===== config.mk =====
export PLATFORM = sky130hd
export DESIGN_NAME = line_cmd_queue_flat
export DESIGN_NICKNAME = d
export VERILOG_FILES = /design/src/rtl/line_cmd_queue_pkg.sv /design/src/rtl/line_cmd_queue_if.sv /design/src/rtl/line_cmd_queue_fifo.sv /design/src/rtl/line_cmd_queue.sv /design/src/flat_wrapper.sv
export SDC_FILE = /design/constraint.sdc
export NUM_CORES = 1
export LEC_CHECK = 0
export ABC_AREA = 0
export CORE_ASPECT_RATIO = 0.6
export CORE_MARGIN = 8
export CORE_UTILIZATION = 59
export CTS_CLUSTER_DIAMETER = 30
export DETAILED_ROUTE_END_ITERATION = 7
export MAX_ROUTING_LAYER = met4
export PLACE_DENSITY = 0.78
export SLEW_MARGIN = 25
export SYNTH_ARGS = -nofsm -noshare
export SYNTH_HDL_FRONTEND = slang
export SYNTH_HIERARCHICAL = 1
export SYNTH_SLANG_ARGS = --single-unit
export TNS_END_PERCENT = 50

===== constraint.sdc =====
create_clock -name clk -period 4.4 [get_ports clk]
set_input_delay 0.88 -clock clk [delete_from_list [all_inputs] [get_ports clk]]
set_output_delay 0.88 -clock clk [all_outputs]
set_load 0.02 [all_outputs]

===== src/rtl/line_cmd_queue_pkg.sv =====
// line_cmd_pkg: shared types for the line-command queue.
//   line_cmd_t  - one packed line-draw command, {colour, y1, x1, y0, x0} (37 bits)
//   lq_state_e  - sequencer states (idle / line in flight / waiting for done to drop)
package line_cmd_pkg;

    localparam int X_W   = 9;
    localparam int Y_W   = 8;
    localparam int C_W   = 3;
    localparam int CMD_W = C_W + 2 * Y_W + 2 * X_W;

    typedef struct packed {
        logic [C_W-1:0] colour;
        logic [Y_W-1:0] y1;
        logic [X_W-1:0] x1;
        logic [Y_W-1:0] y0;
        logic [X_W-1:0] x0;
    } line_cmd_t;

    typedef enum logic [1:0] {
        LQ_IDLE    = 2'd0,
        LQ_RUN     = 2'd1,
        LQ_RELEASE = 2'd2
    } lq_state_e;

endpackage


===== src/rtl/line_cmd_queue_if.sv =====
// line_cmd_queue_if: command-producer side of the line-command queue.
//   cmd_valid  producer -> queue   command present
//   cmd_ready  queue -> producer   queue not full
//   cmd_data   producer -> queue   packed line command
//   flush      producer -> queue   discard every queued (not in-flight) command
interface line_cmd_queue_if;
    import line_cmd_pkg::*;

    logic      cmd_valid;
    logic      cmd_ready;
    line_cmd_t cmd_data;
    logic      flush;

    modport master (output cmd_valid, output cmd_data, output flush, input cmd_ready);
    modport slave  (input cmd_valid, input cmd_data, input flush, output cmd_ready);

endinterface


===== src/rtl/line_cmd_queue_fifo.sv =====
// line_cmd_fifo: synchronous DEPTH-entry FIFO of line commands.
//   clk, reset_n   clock, async active-low reset
//   push_i/wdata_i write request (ignored when full or flushing)
//   pop_i          read request (ignored when empty or flushing)
//   flush_i        empties the FIFO on the next edge
//   rdata_o        head entry (valid while !empty_o)
//   count_o        occupancy, full_o/empty_o derived from it
module line_cmd_fifo
    import line_cmd_pkg::*;
#(
    parameter int DEPTH = 8,
    parameter int CNT_W = $clog2(DEPTH + 1)
) (
    input  logic             clk,
    input  logic             reset_n,
    input  logic             push_i,
    input  logic             pop_i,
    input  logic             flush_i,
    input  line_cmd_t        wdata_i,
    output line_cmd_t        rdata_o,
    output logic [CNT_W-1:0] count_o,
    output logic             full_o,
    output logic             empty_o
);

    localparam int PTR_W = $clog2(DEPTH);

    logic [PTR_W-1:0] wr_ptr_q, wr_ptr_d;
    logic [PTR_W-1:0] rd_ptr_q, rd_ptr_d;
    logic [CNT_W-1:0] count_q, count_d;
    line_cmd_t        mem_q [DEPTH];
    logic             do_push, do_pop;

    // Pointers wrap naturally (DEPTH is a power of two); the separate count
    // distinguishes full from empty when the pointers are equal.
    assign full_o  = (count_q == CNT_W'(DEPTH));
    assign empty_o = (count_q == '0);
    assign count_o = count_q;
    assign rdata_o = mem_q[rd_ptr_q];

    assign do_push = push_i && !full_o && !flush_i;
    assign do_pop  = pop_i  && !empty_o && !flush_i;

    always_comb begin
        wr_ptr_d = wr_ptr_q;
        rd_ptr_d = rd_ptr_q;
        count_d  = count_q;
        if (flush_i) begin
            wr_ptr_d = '0;
            rd_ptr_d = '0;
            count_d  = '0;
        end else begin
            if (do_push) wr_ptr_d = wr_ptr_q + PTR_W'(1);
            if (do_pop)  rd_ptr_d = rd_ptr_q + PTR_W'(1);
            case ({do_push, do_pop})
                2'b10:   count_d = count_q + CNT_W'(1);
                2'b01:   count_d = count_q - CNT_W'(1);
                default: count_d = count_q;
            endcase
        end
    end

    always_ff @(posedge clk or negedge reset_n) begin
        if (!reset_n) begin
            wr_ptr_q <= '0;
            rd_ptr_q <= '0;
            count_q  <= '0;
        end else begin
            wr_ptr_q <= wr_ptr_d;
            rd_ptr_q <= rd_ptr_d;
            count_q  <= count_d;
        end
    end

    // Storage needs no reset: an entry is only read after it has been written.
    always_ff @(posedge clk) begin
        if (do_push) mem_q[wr_ptr_q] <= wdata_i;
    end

endmodule


===== src/rtl/line_cmd_queue.sv =====
// line_cmd_queue: buffers line-draw commands and issues them one at a time
// to the line drawer through its start/done handshake.
//   clk, reset_n        clock, async active-low reset
//   cmd (slave)         producer handshake: cmd_valid/cmd_ready/cmd_data/flush
//   start  out          held high while a line is in flight
//   done   in           drawer reports line complete
//   x0,y0,x1,y1,colour  endpoints/colour of the current (or last) line
//   busy   out          line in flight or queue non-empty
//   count  out          queued entries, excluding the in-flight line
module line_cmd_queue
    import line_cmd_pkg::*;
#(
    parameter int DEPTH = 8,
    parameter int CNT_W = $clog2(DEPTH + 1)
) (
    input  logic             clk,
    input  logic             reset_n,
    line_cmd_queue_if.slave  cmd,
    output logic             start,
    input  logic             done,
    output logic [X_W-1:0]   x0,
    output logic [X_W-1:0]   x1,
    output logic [Y_W-1:0]   y0,
    output logic [Y_W-1:0]   y1,
    output logic [C_W-1:0]   colour,
    output logic             busy,
    output logic [CNT_W-1:0] count
);

    lq_state_e        state_q;
    logic             start_q;
    line_cmd_t        line_q;
    line_cmd_t        head;
    logic             fifo_full, fifo_empty;
    logic             pop;

    // Flush wins over pop: a flush in IDLE leaves nothing to issue.
    assign pop = (state_q == LQ_IDLE) && !fifo_empty && !cmd.flush;

    line_cmd_fifo #(
        .DEPTH (DEPTH),
        .CNT_W (CNT_W)
    ) u_fifo (
        .clk     (clk),
        .reset_n (reset_n),
        .push_i  (cmd.cmd_valid),
        .pop_i   (pop),
        .flush_i (cmd.flush),
        .wdata_i (cmd.cmd_data),
        .rdata_o (head),
        .count_o (count),
        .full_o  (fifo_full),
        .empty_o (fifo_empty)
    );

    // Readiness comes from the registered occupancy only, so a full queue
    // refuses a push even on the edge that pops.
    assign cmd.cmd_ready = !fifo_full;

    // RELEASE waits for done to fall so a level-held done from the previous
    // line can never be mistaken for completion of the next one.
    always_ff @(posedge clk or negedge reset_n) begin
        if (!reset_n) begin
            state_q <= LQ_IDLE;
            start_q <= 1'b0;
            line_q  <= '0;
        end else begin
            case (state_q)
                LQ_IDLE: begin
                    if (pop) begin
                        line_q  <= head;
                        start_q <= 1'b1;
                        state_q <= LQ_RUN;
                    end
                end
                LQ_RUN: begin
                    if (done) begin
                        start_q <= 1'b0;
                        state_q <= LQ_RELEASE;
                    end
                end
                LQ_RELEASE: begin
                    if (!done) state_q <= LQ_IDLE;
                end
                default: begin
                    start_q <= 1'b0;
                    state_q <= LQ_IDLE;
                end
            endcase
        end
    end

    assign start  = start_q;
    assign x0     = line_q.x0;
    assign y0     = line_q.y0;
    assign x1     = line_q.x1;
    assign y1     = line_q.y1;
    assign colour = line_q.colour;
    assign busy   = (state_q != LQ_IDLE) || !fifo_empty;

endmodule

===== src/flat_wrapper.sv =====
// flat-port wrapper written by rule: the top's interface ports become plain ports
module line_cmd_queue_flat import line_cmd_pkg::*;
#(
    parameter int DEPTH = 8,
    parameter int CNT_W = $clog2(DEPTH + 1)
)
  (clk, reset_n, start, done, x0, x1, y0, y1, colour, busy, count, cmd_cmd_valid, cmd_cmd_data, cmd_flush, cmd_cmd_ready);
  line_cmd_queue_if cmd_i ();
  input  logic clk;
  input  logic reset_n;
  output logic start;
  input  logic done;
  output logic [X_W-1:0] x0;
  output logic [X_W-1:0] x1;
  output logic [Y_W-1:0] y0;
  output logic [Y_W-1:0] y1;
  output logic [C_W-1:0] colour;
  output logic busy;
  output logic [CNT_W-1:0] count;
  input wire logic [$bits(cmd_i.cmd_valid)-1:0] cmd_cmd_valid;
  input wire logic [$bits(cmd_i.cmd_data)-1:0] cmd_cmd_data;
  input wire logic [$bits(cmd_i.flush)-1:0] cmd_flush;
  output wire logic [$bits(cmd_i.cmd_ready)-1:0] cmd_cmd_ready;
  assign cmd_i.cmd_valid = cmd_cmd_valid;
  assign cmd_i.cmd_data = cmd_cmd_data;
  assign cmd_i.flush = cmd_flush;
  assign cmd_cmd_ready = cmd_i.cmd_ready;
  line_cmd_queue #(.DEPTH(DEPTH), .CNT_W(CNT_W)) u_core (.clk(clk), .reset_n(reset_n), .cmd(cmd_i), .start(start), .done(done), .x0(x0), .x1(x1), .y0(y0), .y1(y1), .colour(colour), .busy(busy), .count(count));
endmodule

# Yosys cells after proc, flatten, opt, wreduce, memory -nomap -nowiden
# Memory sizes are Yosys's and may differ from the RTL's. A register that Yosys moved wholly into a read port is not among the register bits.
# Cells that the tools add are included.
# classes
n_mux	15
n_bitwise	1
eq_ne	8
n_reduce_logical	20
add_sub_neg	4
# ops
op	n
$mux 3	4
$pmux 4 s2	1
$add 3x1->3 const B	2
$logic_and 1x1->1	6
$mux 2	3
$ne 2x2->1 const B	3
$pmux 2 s3	1
$reduce_and 3->1	2
$reduce_bool 2->1	3
$add 4x1->4 const B	1
$eq 2x1->1 const B	2
$eq 2x2->1 const B	2
$eq 4x4->1 const B	1
$logic_not 1->1	4
$logic_not 4->1	1
$mux 1	4
$mux 4	1
$sub 4x1->4 const B	1
$pmux 1 s3	1
$reduce_bool 3->1	1
$logic_not 2->1	1
$reduce_and 2->1	1
$logic_or 1x1->1	1
$not 1->1	1
# word_totals
memories	1
mem_bits_rw	296
ff_bits	13
input_bits	42
word_cells	54
# mem_list
memory	depth	word_bits	rd	rd_clocked_by_memory_dff	wr	line_no	text
u_core.u_fifo.mem_q	8	37	1	1	1	line_cmd_queue_fifo.sv:31	line_cmd_t mem_q [DEPTH];

# Longest topological paths before layout
# Gate-level depths: netlist of run 1.
# depth
ltp_word	9
depth_mapped	12
mapped_depth_nobuf	10

# Cells and area by module
# Netlist of run 1, hierarchy kept.
# modules_own_cells
mod	area_each_um2	n_inst	cells_per_inst
line_cmd_fifo	11760.0	1	505
line_cmd_queue	1539.0	1	93

# Least setup slack after synthesis of run 1
# Ideal clock, no wire load.
# synth_path
kind	input to register
start	in cmd_cmd_valid
end	mem u_core/u_fifo/mem_q[0][0] in the netlist's numbering (enable)
stages	4
path_slack_ns	-0.057
t_arrival_ns	3.979
n_path_buf	1
cell_sequence	clkbuf_1 -> and3b_1 -> nand2b_1 -> nor3_1
# synth_between
elab_chain_len	4
# synth_lines
element	line_no	text
from (decl)	flat_wrapper.sv:20	input wire logic [$bits(cmd_i.cmd_valid)-1:0] cmd_cmd_valid;
$logic_and 1x1->1 (2 in series)	line_cmd_queue_fifo.sv:41	assign do_push = push_i && !full_o && !flush_i;
$mux 1	line_cmd_queue_fifo.sv:77	if (do_push) mem_q[wr_ptr_q] <= wdata_i;
$mux 1 (implied by the code)	line_cmd_queue_fifo.sv:77	
to (decl)	line_cmd_queue_fifo.sv:31	
# Every way passes these cells.

# Worst setup path in the final report of run 1
# layout_path
start	reg u_core.u_fifo.count_q[0], in the netlist u_core/u_fifo/count_o[0]
end	out busy
# layout_between
elab_chain_len	3
# layout_lines
element	line_no	text
from (decl)	line_cmd_queue_fifo.sv:30	logic [CNT_W-1:0] count_q, count_d;
from (signal assigned)	line_cmd_queue_fifo.sv:71	count_q <= count_d;
$logic_not 4->1	line_cmd_queue_fifo.sv:37	assign empty_o = (count_q == '0);
net u_core.fifo_empty	line_cmd_queue.sv:34	logic fifo_full, fifo_empty;
$logic_not 1->1	line_cmd_queue.sv:99	assign busy = (state_q != LQ_IDLE) || !fifo_empty;
$logic_or 1x1->1	line_cmd_queue.sv:99	
to (decl)	flat_wrapper.sv:18	output logic busy;
# The timed path passes the listed nets, and every way through them passes these cells.

==> flow_summary.ini, run 1 <==
[setup_path]
r2r-end = u_core/u_fifo/count_o[3]
critPathLaunchType = register
cp.required_ps = 3520
reg2reg_depth = 10
r2r-start = u_core/u_fifo/count_o[0]
arrival_ps = 2420
reg2reg_slack_ps = 1330
critPathCaptureType = primary output
crit_fanout = 9
crit_type = register to primary output

[logic_synthesis]
synth_area_per_cell_um2 = 22.2
syn_inst = 598
yosys_warnings = 6
ys_seq_elements = 346
synth_nets = 645
seq_area_frac_synth = 0.762
synth_area_mm2 = 0.0133
synth.distinct_cells = 36

[layout]
layout_commonest_cell = edfxtp_1
drive_gt1_frac = 0.316
final_cell_mix = edfxtp_1 (296), clkdlybuf4s50_1 (84), mux4_2 (74), mux2_2 (64), dfrtp_1 (47)
nets = 757
multi_input_area_mm2 = 0.00307
area_delta_synth_final_pct = 20.2
fillers = 1248
n_antenna_cell = 0
finalNonFillerCells = 1026
regArea_mm2 = 0.0102
final_cell_area_mm2 = 0.0160
fin_util = 0.724

[placement]
dp_hpwl_um = 14600
placed_area_mm2 = 0.0146
place_congestion = 0.721
dp.cells = 955
portBuffers = 85

[global_routing]
track_usage = 0.201
first_global_vias = 6787
antenna_found_initial = 0
grt_start_max_net_pins = 77
overflow = 0
grt_pass1_wl_um = 41100

[floorplan]
io-pin-count = 86
core-area_mm2 = 0.0221
dieHeight_um = 132
die_x_um = 210
design.die.area_mm2 = 0.0278
initial_core_util = 0.603
num_rows = 42

[pwr]
irDropWorstVdd_mv = 0.333
power.density_mw_per_mm2 = 579
leakagePower_nw = 5.22

[worst_hold_path]
holdPathStages = 1
min_to = u_core/x0[3]
min_from = u_core/x0[3]
holdCritPathClass = register to register

[timing]
maxSlewViolCount = 0
tightest_slew_ps = 764
hold_viol = 0
relSlewSlack = 0.490
fin_crit_ps = 3300
rsz0062_at_grt = no
fmax_mhz = 303
skew_ps = 20.2
fin_hold_ws_ps = 485
period_share = 0.749
setup_viol = 0

[cts]
cts_resized = 0
cts_buffers = 38
tritoncts = built
htreeDepth = 2
hold_buffers = 0
cts_root_buf = clkbuf_16
clk_pin_slew_ps = 60
cts_num_sinks = 346
post_cts_buffers = 0
insertion_delay_ps = 530
clockBufferDepth = 3

[detailed_routing]
dr.pass1.iters = 5
drt-vias-per-instance = 6.12
ant_nets = 0
drt_iter0_markers = 585
wl_um = 26500
vias = 6279
drc = 0
wl_per_cell_um = 25.9

[outcome]
status = completed

[job]
maxCapViolCount = 0
## layer usage
metal,up-vias,part of all wire,GRT usage,wire length [um]
li1,2688,-,-,-
met4,0,0.016,0.0507,427
met3,37,0.054,0.0396,1440
met5,-,0,-,0
met2,221,0.48,0.307,12800
met1,3333,0.45,0.278,11900
## cell type report
type | count | share of cell area
clock buffers | 44 | 0.0655
clock inverters | 26 | 0.0196
inverters | 3 | 0.000705
multi-input cells | 221 | 0.192
flip-flops and latches | 346 | 0.635
well taps | 286 | 0.0224
repair buffers | 100 | 0.0647
## cells in the mapped netlist
cell type	number	area (um2)
nand2_1	6	22.5
or3_1	1	6.26
mux2_2	64	721
buf_1	5	18.8
nor3_1	3	15.0
clkbuf_2	1	5.00
clkbuf_1	11	41.3
a21oi_2	1	8.76
fa_1	1	20.0
o311a_1	1	10.0
a211o_1	1	8.76
o41ai_2	1	16.3
nand3_1	4	20.0
inv_1	3	11.3
o311ai_1	1	8.76
buf_2	6	30.0
dfrtp_1	50	1250
mux2i_1	4	40.0
nor4_1	1	6.26
nor4_4	1	21.3
nand2b_1	5	31.3
a21oi_1	4	20.0
a211oi_1	3	22.5
or4b_1	2	20.0
and3b_1	1	8.76
xor2_1	4	35.0
ha_1	4	50.1
and2_1	1	6.26
buf_4	2	15.0
nor2b_1	2	12.5
buf_6	3	33.8
xnor2_1	3	26.3
nor2_1	18	67.6
edfxtp_1	296	8890
mux4_2	74	1670
mux2_1	10	113
## worst max-delay path by stage
stage,startpoint,to,slack [ps],cells after the start
floorplan,cmd_cmd_valid,u_core/u_fifo/mem_q[1][0],-50,4
finish,u_core/u_fifo/count_o[0],busy,1100,3
global route,u_core/u_fifo/count_o[1],busy,950,3
CTS,u_core/u_fifo/count_o[1],cmd_cmd_ready,1110,4
global placement,cmd_flush,u_core/u_fifo/count_o[3],930,10
detailed placement,cmd_flush,u_core/u_fifo/count_o[3],880,10
## where the power goes
part	total (mW)	leakage, nW	internal [mW]	switching (mW)
logic	1.84	1.30	0.998	0.841
clock network	3.35	0.649	2.04	1.31
registers	4.07	3.28	3.84	0.234
## cells by family after synthesis
group | share of synthesized area
adders and majority gates | 0.00527
and+or+nand+nor | 0.0179
DFF | 0.762
AOI/OAI and AO/OA | 0.00715
muxes | 0.191
xor gates and xnor gates | 0.00461
buffers and inverters | 0.0117
## stage by stage
step / total power, mW / setup slack [ps] / setup TNS [ps]
after floorplan: 5.26 / -53.5 / -1980
after global placement: 5.93 / 930 / 0
after detailed placement: 5.99 / 882 / 0
after CTS: 9.35 / 1110 / 0
after global routing: 9.61 / 948 / 0
final: 9.26 / 1100 / 0
## flip-flops by register name, summed over array words and instances (netlist names)
register and count:
u_core/start 1, u_core/y1 8, u_core/u_fifo/wr_ptr_q 3, u_core/y0 8
u_core/u_fifo/count_o 4, u_core/x1 9, u_core/colour 3, u_core/x0 9
u_core/u_fifo/mem_q 296, u_core/u_fifo/rd_ptr_q 3, u_core/state_q 2
## worst max-delay path, cell delays in order (launching register included)
cell	delay, ps
dfrtp_1	500
nor4_1	690
nand2_1	130
clkdlybuf4s50_1	580
(Power assumes the default switching activity.)
==> run 2, diff against run 1 <==
==> constraint.sdc (replaced) <==
create_clock -name clk -period 3.1 [get_ports clk]
set_input_delay 0.62 -clock clk [delete_from_list [all_inputs] [get_ports clk]]
set_output_delay 0.62 -clock clk [all_outputs]
set_load 0.02 [all_outputs]
==> flow_summary.ini, run 2 (synthesis gave the netlist of run 1 again) <==
[placement]
portBuffers = 85
placed_area_mm2 = 0.0148
place_congestion = 0.711
dp_hpwl_um = 15400
dp.cells = 973

[pwr]
power.density_mw_per_mm2 = 827
leakagePower_nw = 5.35
irDropWorstVdd_mv = 0.395

[setup_path]
reg2reg_slack_ps = 220
cp.required_ps = 2480
r2r-start = u_core/u_fifo/count_o[3]
cpPeakStageDelay_ps = 590
crit_type = register to primary output
arrival_ps = 2390
crit_start = u_core/u_fifo/count_o[1]
critPathCaptureType = primary output
crit_fanout = 9
path_cells = or4b_1 -> buf_4 -> inv_1 -> inv_1 -> clkdlybuf4s50_1
cp_num_buf_inv = 4
critPathLaunchType = register
crit_top_cell = inv_1
cp_top_family = buffers and inverters
cp_slowest_cell = or4b_1

[detailed_routing]
vias = 6403
drt-vias-per-instance = 6.10
drc = 0
dr.pass1.iters = 4
wl_per_cell_um = 25.9
wl_um = 27200
drt_iter0_markers = 504
ant_nets = 0

[global_routing]
first_global_vias = 7062
antenna_found_initial = 1
grt_start_max_net_pins = 47
overflow = 0
track_usage = 0.208
grt_pass1_wl_um = 42500

[timing]
fin_setup_tns_ps = 0
relSlewSlack = 0.555
maxSlewViolCount = 0
setup_viol = 0
rsz0062_at_grt = no
fin_crit_ps = 3010
hold_viol = 0
period_share = 0.973
fmax_mhz = 332
skew_ps = 10.2
tightest_slew_ps = 667

[floorplan]
num_rows = 42
die_x_um = 210
io-pin-count = 86
design.die.area_mm2 = 0.0278
dieHeight_um = 132
initial_core_util = 0.603
core-area_mm2 = 0.0221

[cts]
cts_root_buf = clkbuf_16
hold_buffers = 0
clk_pin_slew_ps = 50
htreeDepth = 2
cts_num_sinks = 346
cts_buffers = 41
insertion_delay_ps = 520
clockBufferDepth = 3
tritoncts = built

[layout]
nets = 777
drive_gt1_frac = 0.330
final_cell_area_mm2 = 0.0162
area_delta_synth_final_pct = 21.8
finalNonFillerCells = 1050
largest_reg_flops = 296
layout_commonest_cell = edfxtp_1
max_flop_register = u_core/u_fifo/mem_q
final_cell_mix = edfxtp_1 (296), clkdlybuf4s50_1 (84), mux4_2 (74), mux2_2 (64), dfrtp_1 (45)

[job]
maxCapViolCount = 0

[outcome]
status = completed

[worst_hold_path]
holdCritPathClass = primary input to asynchronous set/reset pin
run 2: cell count changes in the layout (fill, tap and decap cells not counted), sizes merged:
| cell | delta |
|---|---|
| clkbuf | +6 |
| clkinv | +2 |
| clkinvlp | -4 |
| bufinv | +1 |
| inv | +1 |
| buf | +17 |
| diode | +1 |
run 2: repair_timing:
item | 4_1_cts | 5_1_grt
buffers inserted | 0 | 0
resized for setup | 0 | 2
endpoints found under the setup margin | 0 | 2
run 2: final cells by class:
type                    count  area (um2)
repair buffers            117        1170
multi-input cells         221        3070
clock inverters            26         314
clock buffers              50        1110
inverters                   3        11.3
well taps                 286         358
fillers                  1236        5880
diodes                      1        2.50
flip-flops and latches    346       10200
run 2: final timing paths:
check,to,cells after the start
min in group clk,u_core/x0[3],1
max in group asynchronous,u_core/u_fifo/rd_ptr_q[0],2
hold reg to reg,u_core/x0[3],1
setup / recovery,cmd_cmd_ready,5
setup reg to reg,u_core/u_fifo/count_o[3],11
hold / removal,u_core/y0[0],2
run 2: layer usage:
| layer | track usage | part of all wire | vias up | wire (um) |
|---|---|---|---|---|
| met5 | - | 0 | - | 0 |
| met1 | 0.282 | 0.43 | 3374 | 11800 |
| met2 | 0.320 | 0.48 | 256 | 13000 |
| li1 | - | - | 2736 | - |
| met4 | 0.0480 | 0.014 | 0 | 386 |
| met3 | 0.0489 | 0.073 | 37 | 1990 |
run 2: stage by stage:
step | hold WS (ps) | power, mW | utilization | setup WS [ps]
3_3_place_gp | 472 | 8.49 | 0.669 | 95.1
5_1_grt | 116 | 13.9 | 0.734 | 6.25
6_report | 99.1 | 13.4 | 0.734 | 85.0
4_1_cts | 93.9 | 13.5 | 0.734 | 33.2
3_5_place_dp | 474 | 8.57 | 0.669 | -24.4
2_1_floorplan | 324 | 7.47 | - | -116
run 2: report_power, final:
group	switching (mW)	internal, mW
Sequential	0.253	5.46
Combinational	1.29	1.48
Clock	1.83	3.09
